==> src/rtl/spram_stream_tx.sv <==
// SPRAM frame-buffer reader: fetches len bytes from base_addr and streams them out as an SPI mode-0 master.
// Compile-time option: define LSB_FIRST_EN to shift each byte out bit0 first (default is MSB first).
module spram_stream_tx #(
    parameter int ADDR_W = 14,
    parameter int LEN_W  = 14,
    parameter int DIV    = 2
) (
    input  logic              clk,
    input  logic              reset,
    input  logic              start,
    input  logic [ADDR_W-1:0] base_addr,
    input  logic [LEN_W-1:0]  len,
    output logic [ADDR_W-1:0] mem_addr,
    output logic              mem_re,
    input  logic [7:0]        mem_rdata,
    output logic              sck_out,
    output logic              cs_n,
    output logic              sdo,
    output logic              busy,
    output logic              done
);

    typedef enum logic [2:0] {
        IDLE   = 3'd0,
        FETCH  = 3'd1,
        LOAD   = 3'd2,
        LOW    = 3'd3,
        HIGH   = 3'd4,
        FINISH = 3'd5
    } state_t;

    localparam int            DW       = (DIV > 1) ? $clog2(DIV) : 1;
    localparam logic [DW-1:0] DIV_LAST = DW'(DIV - 1);

    state_t              state_reg, state_next;
    logic [ADDR_W-1:0]   addr_reg, addr_next;
    logic [LEN_W-1:0]    remaining_reg, remaining_next;
    logic [2:0]          bitcnt_reg, bitcnt_next;
    logic [DW-1:0]       div_reg, div_next;
    logic [7:0]          shift_reg, shift_next;
    logic [7:0]          hold_reg, hold_next;
    logic                rd_valid_reg;

    logic [ADDR_W-1:0]   mem_addr_reg, mem_addr_next;
    logic                mem_re_reg, mem_re_next;
    logic                sck_reg, sck_next;
    logic                cs_n_reg, cs_n_next;
    logic                sdo_reg, sdo_next;
    logic                busy_reg, busy_next;
    logic                done_reg, done_next;

    logic                accept;
    logic                phase_end;
    logic                last_bit;
    logic                more;
    logic                prefetch;
    logic [7:0]          byte_in;
    logic [7:0]          byte_ordered;

    assign accept    = (state_reg == IDLE) && start && !busy_reg;
    assign phase_end = (div_reg == DIV_LAST);
    assign last_bit  = (bitcnt_reg == 3'd0);
    assign more      = (remaining_reg > LEN_W'(1));

    // Read data is only guaranteed for the cycle after mem_re; hold it for longer HIGH phases.
    assign byte_in   = rd_valid_reg ? mem_rdata : hold_reg;

    // The shifter always sends bit 7 first; LSB-first mode reverses the byte on the way in.
    genvar gi;
    generate
        for (gi = 0; gi < 8; gi++) begin : g_order
`ifdef LSB_FIRST_EN
            assign byte_ordered[gi] = byte_in[7-gi];
`else
            assign byte_ordered[gi] = byte_in[gi];
`endif
        end
    endgenerate

    // With DIV=1 the HIGH phase is one cycle, too short for a read issued inside it,
    // so the prefetch moves to the start of the final LOW phase.
    generate
        if (DIV > 1) begin : g_pf_high
            assign prefetch = (state_reg == LOW) && phase_end && last_bit && more;
        end else begin : g_pf_low
            assign prefetch = (state_reg == HIGH) && phase_end && (bitcnt_reg == 3'd1) && more;
        end
    endgenerate

    always_ff @(posedge clk) begin
        if (!reset) begin
            state_reg <= IDLE;
        end else begin
            state_reg <= state_next;
        end
    end

    always_comb begin
        state_next = state_reg;
        case (state_reg)
            IDLE: begin
                if (accept) begin
                    state_next = (len == '0) ? FINISH : FETCH;
                end
            end
            FETCH:  state_next = LOAD;
            LOAD:   state_next = LOW;
            LOW: begin
                if (phase_end) begin
                    state_next = HIGH;
                end
            end
            HIGH: begin
                if (phase_end) begin
                    state_next = (!last_bit || more) ? LOW : FINISH;
                end
            end
            FINISH: state_next = IDLE;
            default: state_next = IDLE;
        endcase
    end

    always_comb begin
        addr_next      = addr_reg;
        remaining_next = remaining_reg;
        bitcnt_next    = bitcnt_reg;
        shift_next     = shift_reg;
        hold_next      = rd_valid_reg ? mem_rdata : hold_reg;
        mem_addr_next  = mem_addr_reg;
        mem_re_next    = 1'b0;
        sdo_next       = sdo_reg;
        sck_next       = (state_next == HIGH);
        cs_n_next      = !((state_next == LOW) || (state_next == HIGH));
        busy_next      = accept || (state_reg != IDLE);
        done_next      = (state_reg == FINISH);

        if (((state_reg == LOW) || (state_reg == HIGH)) && (state_next == state_reg)) begin
            div_next = div_reg + 1'b1;
        end else begin
            div_next = '0;
        end

        case (state_reg)
            IDLE: begin
                if (accept) begin
                    addr_next      = base_addr;
                    remaining_next = len;
                    if (len != '0) begin
                        mem_re_next   = 1'b1;
                        mem_addr_next = base_addr;
                    end
                end
            end
            LOAD: begin
                shift_next  = byte_ordered;
                sdo_next    = byte_ordered[7];
                bitcnt_next = 3'd7;
                addr_next   = addr_reg + 1'b1;
            end
            HIGH: begin
                if (phase_end) begin
                    if (!last_bit) begin
                        shift_next  = {shift_reg[6:0], 1'b0};
                        sdo_next    = shift_reg[6];
                        bitcnt_next = bitcnt_reg - 3'd1;
                    end else if (more) begin
                        shift_next     = byte_ordered;
                        sdo_next       = byte_ordered[7];
                        bitcnt_next    = 3'd7;
                        remaining_next = remaining_reg - 1'b1;
                    end else begin
                        sdo_next = 1'b0;
                    end
                end
            end
            default: ;
        endcase

        if (prefetch) begin
            mem_re_next   = 1'b1;
            mem_addr_next = addr_reg;
            addr_next     = addr_reg + 1'b1;
        end
    end

    always_ff @(posedge clk) begin
        if (!reset) begin
            addr_reg      <= '0;
            remaining_reg <= '0;
            bitcnt_reg    <= '0;
            div_reg       <= '0;
            shift_reg     <= '0;
            hold_reg      <= '0;
            rd_valid_reg  <= 1'b0;
            mem_addr_reg  <= '0;
            mem_re_reg    <= 1'b0;
            sck_reg       <= 1'b0;
            cs_n_reg      <= 1'b1;
            sdo_reg       <= 1'b0;
            busy_reg      <= 1'b0;
            done_reg      <= 1'b0;
        end else begin
            addr_reg      <= addr_next;
            remaining_reg <= remaining_next;
            bitcnt_reg    <= bitcnt_next;
            div_reg       <= div_next;
            shift_reg     <= shift_next;
            hold_reg      <= hold_next;
            rd_valid_reg  <= mem_re_reg;
            mem_addr_reg  <= mem_addr_next;
            mem_re_reg    <= mem_re_next;
            sck_reg       <= sck_next;
            cs_n_reg      <= cs_n_next;
            sdo_reg       <= sdo_next;
            busy_reg      <= busy_next;
            done_reg      <= done_next;
        end
    end

    assign mem_addr = mem_addr_reg;
    assign mem_re   = mem_re_reg;
    assign sck_out  = sck_reg;
    assign cs_n     = cs_n_reg;
    assign sdo      = sdo_reg;
    assign busy     = busy_reg;
    assign done     = done_reg;

endmodule

==> config.mk <==
export PLATFORM = sky130hd
export DESIGN_NAME = spram_stream_tx
export DESIGN_NICKNAME = d
export VERILOG_FILES = /design/src/rtl/spram_stream_tx.sv
export SDC_FILE = /design/constraint.sdc
export NUM_CORES = 1
export LEC_CHECK = 0
export CAP_MARGIN = 30
export CORE_ASPECT_RATIO = 0.5
export CORE_MARGIN = 10
export CORE_UTILIZATION = 40
export CTS_BUF_LIST = sky130_fd_sc_hd__clkbuf_8
export CTS_CLUSTER_SIZE = 30
export DETAILED_ROUTE_END_ITERATION = 8
export PLACE_DENSITY = 0.65
export SLEW_MARGIN = 20
export SYNTH_ARGS = -nofsm -noshare
export SYNTH_HDL_FRONTEND = slang
export SYNTH_SLANG_ARGS = --single-unit
==> constraint.sdc <==
create_clock -name clk -period 1.9 [get_ports clk]
set_input_delay 0.285 -clock clk [delete_from_list [all_inputs] [get_ports clk]]
set_output_delay 0.285 -clock clk [all_outputs]
set_load 0.02 [all_outputs]
# Yosys cells after proc, flatten, opt, wreduce, memory -nomap -nowiden
# Index checks and enable logic that the tools add are counted.
[word_totals]
register_bits = 71
inputBits = 39
elab_cells = 99
output_inout_bits = 20
memories = 0
ramBits = 0
mem_bits_ro = 0
latch_bits = 0
[op_classes]
n_bitwise = 0
mux = 35
n_eq_ne = 14
add_sub_neg = 4
div_mod_pow = 0
multipliers = 0
n_lt_le_gt_ge = 1
n_reduce_logical = 30
n_shift = 0
[op_table]
columns = ["op", "count"]
rows = [
  ["two-way mux 14 bit", 10],
  ["case mux 14 bit (2 select lines)", 2],
  ["two-way mux 3 bit", 8],
  ["two-way mux 7 bit", 3],
  ["case mux 3 bit (5 select lines)", 1],
  ["adder 14 x 1 -> 14 bit, second input constant", 1],
  ["> comparator 14 x 1 -> 1 bit, second input constant", 1],
  ["zero test 14 bit", 1],
  ["case mux 7 bit (2 select lines)", 1],
  ["nonzero test 14 bit", 1],
  ["subtractor 14 x 1 -> 14 bit, second input constant", 1],
  ["nonzero test 2 bit", 5],
  ["== test 3 x 2 -> 1 bit, second input constant", 3],
  ["== test 3 bit, second input constant", 3],
  ["two-way mux 8 bit", 1],
  ["inequality test 2 bit, second input constant", 4],
  ["two-way mux 1 bit", 7],
  ["logical AND 1 bit", 6],
  ["zero test 3 bit", 2],
  ["inequality test 3 bit, second input constant", 2],
  ["case mux 3 bit (2 select lines)", 1],
  ["AND reduction 2 bit", 3],
  ["AND reduction 3 bit", 2],
  ["nonzero test 3 bit", 2],
  ["other kinds (8)", 13],
]

# Depth between registers and ports, before layout
# Gate-level depths: netlist of the first run.
[depth]
ltp_word = 9
ltp_mapped = 9
ltp_nobuf = 7

# Worst setup path after synthesis of the first run
# OpenSTA, ideal clock, no wires.
[synth_path]
kind = "reg-to-reg"
from = "register remaining_reg[0]"
to = "register remaining_reg[10]"
period_less_slack_ns = 1.970
t_required_ns = 1.769
n_path_buf = 2
stages_incl_launch_ff = 10
setup_ns = 0.131
arrival_ns = 1.839
setup_slack_ns = -0.070
path_cell_list = "dfxtp_1 inv_1 ha_1 o211ai_2 o21ai_0 o21a_1 buf_4 buf_4 o211ai_1 o31ai_1"
[synth_between]
elab_chain_len = 5
word_cells_on_any_way = 8
classes_between = "add/sub: 1; order compare: 1; eq/ne: 1; mux: 4; reduce/logical: 1"
[synth_rtl]
columns = ["item", "line_no", "rtl"]
rows = [
  ["start, declared", "37", "logic [LEN_W-1:0] remaining_reg, remaining_next;"],
  ["start signal, assigned", "204", "remaining_reg <= remaining_next;"],
  ["subtractor 14 x 1 -> 14 bit", "170", "remaining_next = remaining_reg - 1'b1;"],
  ["two-way mux 14 bit", "166", "end else if (more) begin"],
  ["two-way mux 14 bit", "162", "if (!last_bit) begin"],
  ["two-way mux 14 bit", "161", "if (phase_end) begin"],
  ["case mux 14 bit (2 select lines)", "143", "case (state_reg)"],
]
# Parallel ways exist; a longest one is shown, timed or not. The select of a mux whose other input is x is not followed.
# A chain may end at the register's enable or synchronous reset.

# Final worst setup path of the first run
[layout_path]
from = "register remaining_reg[12]"
to = "register addr_reg[2]"
[layout_between]
elab_chain_len = 4
word_cells_on_any_way = 6
classes_between = "order compare: 1; eq/ne: 1; mux: 1; reduce/logical: 3"
[layout_rtl]
columns = ["item", "line_no", "rtl"]
rows = [
  ["> comparator 14 x 1 -> 1 bit (*)", "63", "assign more = (remaining_reg > LEN_W'(1));"],
  ["logical AND 1 bit (*)", "84", "assign prefetch = (state_reg == LOW) && phase_end && last_bit && more;"],
  ["inequality test 3 bit (no source line) or nonzero test 3 bit (tied branches)", "-", ""],
  ["AND reduction 2 bit (no source line)", "-", ""],
  ["end signal, assigned", "203", "addr_reg <= addr_next;"],
  ["end, declared", "36", "logic [ADDR_W-1:0] addr_reg, addr_next;"],
]
# Every way passes the cells marked *; elsewhere a longest branch is shown, timed or not.

==> impl_results.md, run 1 <==
- Core ar.: 8738 um2
- # setup viols final: 4
- Critical-path cell list: nor4_4, nand3b_4, o211ai_4, a21boi_4, buf_6, a22o_1, o21a_1
- Crit-path max FO: 4
- Ys Warns: 0
- Slowest CP cell: nor4_4
- R2R cell count: 7
- Hold Path Sink: shift_reg[1]
- Failing checks: negative setup slack
- Mapped cell area: 3596 um2
- Worst Setup SP: remaining_reg[12]
- Hold-fix buffers at CTS: 0
- Clock-pin slew on the worst setup and hold paths: 0.08 ns
- Num CTS Buffers: 9
- CTS tree: done
- CTS Root Cell: clkbuf_8
- Count of cell types in the netlist: 59
- Vias in the first global route: 3325
- 1st-pass router iterations: 4
- First-pass GRT wire length: 15770 um
- Pin count of the biggest net entering global routing: 42
- Post-synth top area share: 39.53%
- Hold slack: 0.4527 ns
- Most used flip-flop cell after synthesis: dfxtp_1
- CP Launch Type: register
- DRC: 0
- HP Class: register to register
- #FFs+latches synth: 71
- Max frequency: 515.7 MHz
- Crit-path max cell delay: 0.36 ns
- Worst clock skew: 0.006887 ns
- Run status: finished, violations left
- Endpoints failing hold: 0
- Min Tclk post-route: 1.939 ns
- Htree depth: 3
- Worst setup path class: register to register
- Worst r2r src: remaining_reg[12]
- Row Count: 24
- Post-Syn Nets: 469
- GRT Util Overall: 13.92%
- CP endpoint kind: register
- Starting Density: 41.15%
- Pwr dens: 833.0 nW/um2
- Post-synth EDFFs: 0
- Die area: 13410 um2
- Critical path arrival: 2.19 ns
- Worst Tran Pin Value: 0.5141 ns
- Switch Pwr: 1.192 mW
- ANT nets after route: 0
- Syn_area_per_cell: 8.461 um2
- Total gr overflow: 0
- Max-slew violation count: 0
- Die Y: 87.05 um
- Reg power frac: 39.7%
- Cell taking the most area after synthesis: dfxtp_1
- DP HPWL: 6710 um
- Commonest cells in the netlist: dfxtp_1 (71), a21oi_1 (46), nor2_1 (44), o21ai_0 (32), nand2_1 (26)
- Min-delay src: shift_reg[1]
- Iter 0 DRT Violations: 194
- Unrepaired setup endpoints after global routing: true
- Asr flop ratio synth: 0%
- Sequential share of the synthesized area: 39.53%
- Clock share of power: 34.4%
- DRT Wirelength: 9320 um
- Share of layout cells above drive strength 1: 23.09%
- Rel. slew slack: 65.68%
- Sw frac: 27.90%
- Worst Path Buf+Inv: 1
- Cells after Synth: 425
- Leakage: 1.987 nW
- Design Area, Final: 5127 um2
- Int Power: 3.079 mW
- Max cap viols: 0
- Peak supply drop: 0.3720 mV
- Pre-CTS setup slack: -0.1939 ns
- Ant diodes: 0
- Nets: 576
- Placed cell areas: 4673 um2
- TNS Setup: -0.1080 ns
- IO buf count: 58
- Critical path data required time: 2.15 ns
- Clk sink count: 71
- RR Endpoint: addr_reg[2]
- Vias per cell: 5.209
- Worst hold path depth: 2
- Largest cells by area after synthesis: dfxtp_1 (40%), a21oi_1 (6.4%), mux2i_1 (5.3%), nor2_1 (4.6%), o21ai_0 (4.5%)
- Area growth syn-to-layout: 42.59%
- Gpl congestion: 0.7993
- Reg2reg setup slack: -0.04 ns
- Setup WS post-layout: -0.03923 ns
- Final Cycle Share: 102.1%
- Comb power frac: 25.8%
- Initial antenna violation count: 0
- Drt wl/cell: 14.25 um
- Top-Level Pins: 59
- Crit path max-delay family: compound AO/OA/AOI/OAI gates
- Clock latency on the worst-skew pair: 0.35 ns
- Buffer depth of the longest clock path: 2
- Design Power: 4.271 mW
- Vias: 3407
- Die W: 154.1 um
- Most common cell in the netlist: dfxtp_1
## placed cells by master, fill, tap and decap left out, types with 6 or more instances in the layout
cell type / instances
nand2_1: 26
clkdlybuf4s50_1: 58
nor2_1: 43
nor4_1: 6
nand2b_1: 9
a21oi_1: 45
o21ai_1: 7
dfxtp_1: 67
inv_1: 9
buf_6: 6
o21ai_0: 25
mux2i_1: 19
a211oi_1: 7
buf_4: 59
o31ai_1: 8
a211o_1: 7
nor3_1: 15
o211ai_1: 6
nand3_1: 9
clkbuf_8: 10
## per-layer routing
| layer | wire length, um | up-vias | GRT usage (%) |
|---|---|---|---|
| met1 | 4613 | 1556 | 17.42 |
| met3 | 435 | 11 | 4.339 |
| met4 | 103 | 0 | 4.689 |
| met5 | 0 | - | 0 |
| li1 | - | 1774 | - |
| met2 | 4168 | 66 | 22.37 |
## how the worst max path moves through the flow
stage	end	cells past startpoint
floorplan	remaining_reg[10]	9
global placement	mem_addr[1]	7
detailed placement	mem_addr[12]	7
CTS	addr_reg[2]	7
global route	addr_reg[2]	7
finish	addr_reg[2]	7
## what timing repair did
item	in CTS	in global routing
buffers inserted	2	6
pin swaps	5	19
endpoints found under the setup margin	23	40
gates resized for setup	10	31
## final cells by class
class | count | area, um2
well taps | 117 | 146.4
inverters | 10 | 37.54
clock buffers | 10 | 137.6
fillers | 778 | 3611
clock inverters | 6 | 107.6
repair buffers | 127 | 1166
multi-input cells | 313 | 2103
flip-flops and latches | 71 | 1429
## tightest hold or removal path, stage by stage (launching register included)
cell and delay [ns]:
dfxtp_1 0.31, nand2_1 0.05, a21oi_1 0.05
## power by group through the flow
stage                     sequential [mW]  combinational (mW)  clock, mW
after floorplan                      1.74               0.542          0
after global placement               1.72               0.998          0
after detailed placement             1.72                1.01          0
after CTS                            1.69                1.04       1.51
after global routing                 1.71                1.21       1.58
final                                1.70                1.10       1.47
## metrics by stage
step / utilization, % / cells
after floorplan: - / 425
after global placement: 53.48 / 630
after detailed placement: 53.48 / 630
after CTS: 56.83 / 648
after global routing: 58.68 / 654
final: 58.68 / 654
## logic make-up after synthesis
logic type                 count (synthesis)  synth area share (%)
and+or+nand+nor                          143                 21.02
DFF                                       71                 39.53
buffers and inverters                     41                 5.497
adders and majority gates                  5                 1.740
AOI/OAI and AO/OA                        146                 26.93
muxes                                     19                 5.289
(Power assumes the default switching activity.)
==> inputs of run 2 (changes only) <==
--- a/config.mk
+++ b/config.mk
@@ -12,7 +12,6 @@
 export CTS_BUF_LIST = sky130_fd_sc_hd__clkbuf_8
 export CTS_CLUSTER_SIZE = 30
 export DETAILED_ROUTE_END_ITERATION = 8
-export PLACE_DENSITY = 0.65
 export SLEW_MARGIN = 20
 export SYNTH_ARGS = -nofsm -noshare
 export SYNTH_HDL_FRONTEND = slang
==> constraint.sdc (replaced) <==
create_clock -name clk -period 2.19 [get_ports clk]
set_input_delay 0.3285 -clock clk [delete_from_list [all_inputs] [get_ports clk]]
set_output_delay 0.3285 -clock clk [all_outputs]
set_load 0.02 [all_outputs]
==> run 2 against run 1 <==
Net effect:
- die area is the same
- highest routed layer unchanged
- largest cell class unchanged
- the run now ends clean
- wire length decreased by 2.6%
- flip-flop and latch count unchanged
- final cell count fell by 7.2%
- sequential share of layout area up 3.0 points
==> impl_results.md, run 2 (synthesis gave the netlist of run 1 again) <==
- Hold slack: 0.4556 ns
- GRT Util Overall: 13.58%
- Buffer depth of the longest clock path: 2
- Run status: finished, final reports clean
- Vias: 3221
- Area growth syn-to-layout: 28.22%
- Drt wl/cell: 14.96 um
- Top-Level Pins: 59
- Placed cell areas: 4379 um2
- IO buf count: 58
- Critical path arrival: 2.27 ns
- Die area: 13410 um2
- Initial antenna violation count: 0
- Worst Tran Pin Value: 0.5279 ns
- Iter 0 DRT Violations: 161
- Pre-CTS setup slack: -0.05164 ns
- Unrepaired setup endpoints after global routing: false
- Most common cell after layout, fill and taps aside: dfxtp_1
- Total gr overflow: 0
- Max frequency: 490.6 MHz
- Design Area, Final: 4611 um2
- Die Y: 87.05 um
- CP Launch Type: register
- Clock-pin slew on the worst setup and hold paths: 0.08 ns
- Most frequent cells in the layout: dfxtp_1 (71), clkdlybuf4s50_1 (58), a21oi_1 (46)
- Worst r2r src: remaining_reg[1]
- First-pass GRT wire length: 15320 um
- CTS tree: done
- DRC: 0
- Leakage: 1.721 nW
- Max cap viols: 0
- Max-slew violation count: 0
- Critical path data required time: 2.42 ns
- Worst hold path depth: 2
- Crit-path max FO: 20
- Min Tclk post-route: 2.038 ns
- Post-route insts no fill: 607
- Gpl congestion: 0.8032
- CP endpoint kind: register
- Worst setup path class: register to register
- Core ar.: 8738 um2
- Vias in the first global route: 3116
- Placed Cells: 592
- Hold Path Sink: shift_reg[4]
- Min-delay src: shift_reg[4]
- Setup WS post-layout: 0.1518 ns
- Num CTS Buffers: 9
- Pwr dens: 744.1 nW/um2
- CTS Root Cell: clkbuf_8
- Htree depth: 3
- Hold-fix buffers at CTS: 0
- Die W: 154.1 um
- Clock latency on the worst-skew pair: 0.35 ns
- Nets: 530
- DP HPWL: 6435 um
- Pin count of the biggest net entering global routing: 42
- Design Power: 3.431 mW
- HP Class: register to register
- Fin util: 52.76%
- # setup viols final: 0
- Reg2reg setup slack: 0.15 ns
- Starting Density: 41.15%
- R2R cell count: 8
- TNS Setup: 0 ns
- Row Count: 24
- Peak supply drop: 0.3279 mV
- Ant diodes: 0
- 1st-pass router iterations: 5
- DRT Wirelength: 9079 um
- Share of layout cells above drive strength 1: 11.63%
- Rel. slew slack: 64.72%
- Vias per cell: 5.306
- Clk sink count: 71
- Endpoints failing hold: 0
- Final Cycle Share: 93.07%
- RR Endpoint: remaining_reg[9]
- ANT nets after route: 0
- Worst clock skew: 0.006801 ns
-- run 2: per-layer routing --
layer / vias to the layer above / wire (um) / part of all wire [%] / GRT usage [%]
met5: - / 0 / 0 / 0
met4: 0 / 74 / 0.82 / 4.774
met3: 8 / 434 / 4.8 / 3.846
met2: 53 / 4029 / 44 / 20.48
met1: 1475 / 4540 / 50 / 18.17
li1: 1685 / - / - / -
-- run 2: worst max-delay path by stage --
stage | startpoint | to | slack (ns) | cells past startpoint
floorplan | remaining_reg[0] | remaining_reg[10] | 0.22 | 9
global placement | len[5] | mem_addr[0] | -0.1 | 7
detailed placement | len[7] | mem_addr[0] | -0.05 | 7
CTS | remaining_reg[1] | sck_out | 0.11 | 7
global route | remaining_reg[1] | remaining_reg[8] | 0.005 | 8
finish | remaining_reg[1] | remaining_reg[9] | 0.15 | 8
-- run 2: power breakdown --
group	internal, mW	switching, mW
clock	0.727	0.482
combinational	0.349	0.400
sequential	1.39	0.0857
total	2.46	0.968
-- run 2: cell type report --
class,instances,area [um2]
repair buffers,81,790.8
clock inverters,3,65.06
well taps,117,146.4
flip-flops and latches,71,1421
multi-input cells,313,1984
clock buffers,12,165.2
fillers,840,4128
inverters,10,37.54
-- run 2: critical path, cell delays in order, from the launching register on --
cell	delay [ns]
dfxtp_1	0.35
inv_1	0.09
ha_1	0.22
o211ai_2	0.31
o21ai_0	0.19
o21a_1	0.29
buf_12	0.18
o211ai_1	0.20
o31ai_1	0.10
-- run 2: timing repair --
item	CTS	global route
buffers inserted	0	0
resized for setup	0	1
setup endpoints to repair	0	2
==> inputs of run 3 (changes only) <==
--- a/config.mk
+++ b/config.mk
@@ -12,6 +12,7 @@
 export CTS_BUF_LIST = sky130_fd_sc_hd__clkbuf_8
 export CTS_CLUSTER_SIZE = 30
 export DETAILED_ROUTE_END_ITERATION = 8
+export SKIP_LAST_GASP = 1
 export SLEW_MARGIN = 20
 export SYNTH_ARGS = -nofsm -noshare
 export SYNTH_HDL_FRONTEND = slang
==> constraint.sdc (replaced) <==
create_clock -name clk -period 2.5 [get_ports clk]
set_input_delay 0.375 -clock clk [delete_from_list [all_inputs] [get_ports clk]]
set_output_delay 0.375 -clock clk [all_outputs]
set_load 0.02 [all_outputs]
==> run 3 against run 2 <==
Net effect:
- clock power shrank 30%
- global-route usage grew 0.24 points
- critical path depth is the same
- fmax shrank 3.8%
- critical path type unchanged
- first-iteration DRC count is the same
- worst hold slack lost 0.0033 ns
- register-to-register slack gained 0.23 ns
- largest power group unchanged
- non-clock buffer count shrank 8
- core utilization shrank 1.5 points
- final cell count shrank 1.3%
- combinational power shrank 15%
==> impl_results.md, run 3 (synthesis gave the netlist of run 1 again) <==
- Run status: finished, final reports clean
- 1st-pass router iterations: 4
- Clock-pin slew on the worst setup and hold paths: 0.07 ns
- Ant diodes: 0
- Nets: 522
- Die Y: 87.05 um
- Hold-fix buffers at CTS: 0
- Met1 Routed Length: 4407 um
- Max cap viols: 0
- WL met3: 468 um
- Clock latency on the worst-skew pair: 0.35 ns
- Worst Tran Pin Value: 0.6611 ns
- Row Count: 24
- Gpl congestion: 0.7912
- Pin count of the biggest net entering global routing: 41
- Pwr dens: 620.3 nW/um2
- Worst hold path depth: 2
- TNS Setup: 0 ns
- Most frequent cells in the layout: dfxtp_1 (71), clkdlybuf4s50_1 (58), a21oi_1 (46)
- CP endpoint kind: register
- Vias: 3214
- Die area: 13410 um2
- Max Used Layer: met4
- Final-layout fill cell count: 871
- Unrepaired setup endpoints after global routing: false
- Sw frac: 29.93%
- Critical path data required time: 2.78 ns
- Reg2reg setup slack: 0.38 ns
- Initial antenna violation count: 0
- Clk sink count: 71
- Iter 0 DRT Violations: 161
- Die W: 154.1 um
- Placed cell areas: 4307 um2
- First-pass GRT wire length: 15480 um
- Area growth syn-to-layout: 24.57%
- Starting Density: 41.15%
- Leakage: 1.665 nW
- Met2 wire length: 3904 um
- Reg power frac: 46.5%
- Max-slew violation count: 0
- Buffer depth of the longest clock path: 2
- Num CTS Buffers: 9
- Total gr overflow: 0
- Clock share of power: 30.7%
- Vias in the first global route: 3123
- Share of layout cells above drive strength 1: 9.129%
- DRC: 0
- IO buf count: 58
- Vias per cell: 5.366
- Htree depth: 3
- CP Launch Type: register
- Crit-path max FO: 28
- Design Area, Final: 4479 um2
- DRT Wirelength: 8889 um
- Min Tclk post-route: 2.119 ns
- Switch Pwr: 831.6 uW
- Drt wl/cell: 14.84 um
- Most common cell after layout, fill and taps aside: dfxtp_1
- Crit-path max cell delay: 0.35 ns
- Critical-path cell list: inv_1, ha_1, o211ai_2, o21ai_0, o21a_1, buf_12, or3_1, a31oi_1
- Core ar.: 8738 um2
- R2R cell count: 8
- Max frequency: 472.0 MHz
- CTS tree: done
- Post-CTS Setup Bufs: 0
- DP HPWL: 6277 um
- Post-CTS sizing: 0
- ANT nets after route: 0
- Worst clock skew: 0.006967 ns
- Endpoints failing hold: 0
- CTS Root Cell: clkbuf_8
- GRT Util Overall: 13.82%
- Rel. slew slack: 54.79%
- Int Power: 1.947 mW
- HP Class: register to register
- # setup viols final: 0
- Peak supply drop: 0.2597 mV
- Critical path arrival: 2.40 ns
- Slowest CP cell: dfxtp_1
- Comb power frac: 22.9%
- Final Cycle Share: 84.74%
- Worst setup path class: register to register
- Top-Level Pins: 59
run 3: cell type report:
class                      count  area, um2  share of cell area [%]
clock inverter                 6      48.80                   1.089
multi-input combinational    313       1983                   44.27
sequential                    71       1421                   31.73
timing repair buffer          73      718.2                   16.03
inverter                      10      37.54                  0.8380
clock buffer                   9      123.9                   2.765
tap                          117      146.4                   3.268
run 3: layer usage:
metal | vias up | track usage (%)
met5 | - | 0
met4 | 0 | 4.092
met3 | 10 | 5.128
met2 | 54 | 21.41
met1 | 1474 | 17.61
li1 | 1676 | -
run 3: power by group through the flow:
| stage | clock [mW] | sequential, mW | combinational, mW |
|---|---|---|---|
| after floorplan | 0 | 1.32 | 0.405 |
| after global placement | 0 | 1.32 | 0.636 |
| after detailed placement | 0 | 1.32 | 0.639 |
| after CTS | 0.881 | 1.29 | 0.642 |
| after global routing | 0.935 | 1.31 | 0.712 |
| final | 0.852 | 1.29 | 0.636 |
run 3: per-stage QoR:
stage	worst slack [ns]	power, mW	cells	util [%]	hold WS, ns
detailed placement	0.2382	1.956	584	49.28	0.4468
global route	0.1926	2.953	599	51.26	0.4728
CTS	0.3561	2.815	599	51.26	0.4553
floorplan	0.5297	1.728	425	-	0.4322
finish	0.3814	2.778	599	51.26	0.4522
global placement	0.2311	1.952	584	49.28	0.4411
run 3: worst max-delay path, delay by kind of cell, from the launching register on:
kind	cells	cell delay, ns
AO/OA/AOI/OAI	4	0.89
adder cells (fa/ha/maj)	1	0.25
buffers and inverters	2	0.25
flip-flops	1	0.35
AND/OR/NAND/NOR	1	0.30
run 3: final timing paths:
path | from | to
max | remaining_reg[1] | remaining_reg[0]
min | shift_reg[6] | shift_reg[6]
max reg2reg | remaining_reg[1] | remaining_reg[0]
min reg2reg | shift_reg[6] | shift_reg[6]
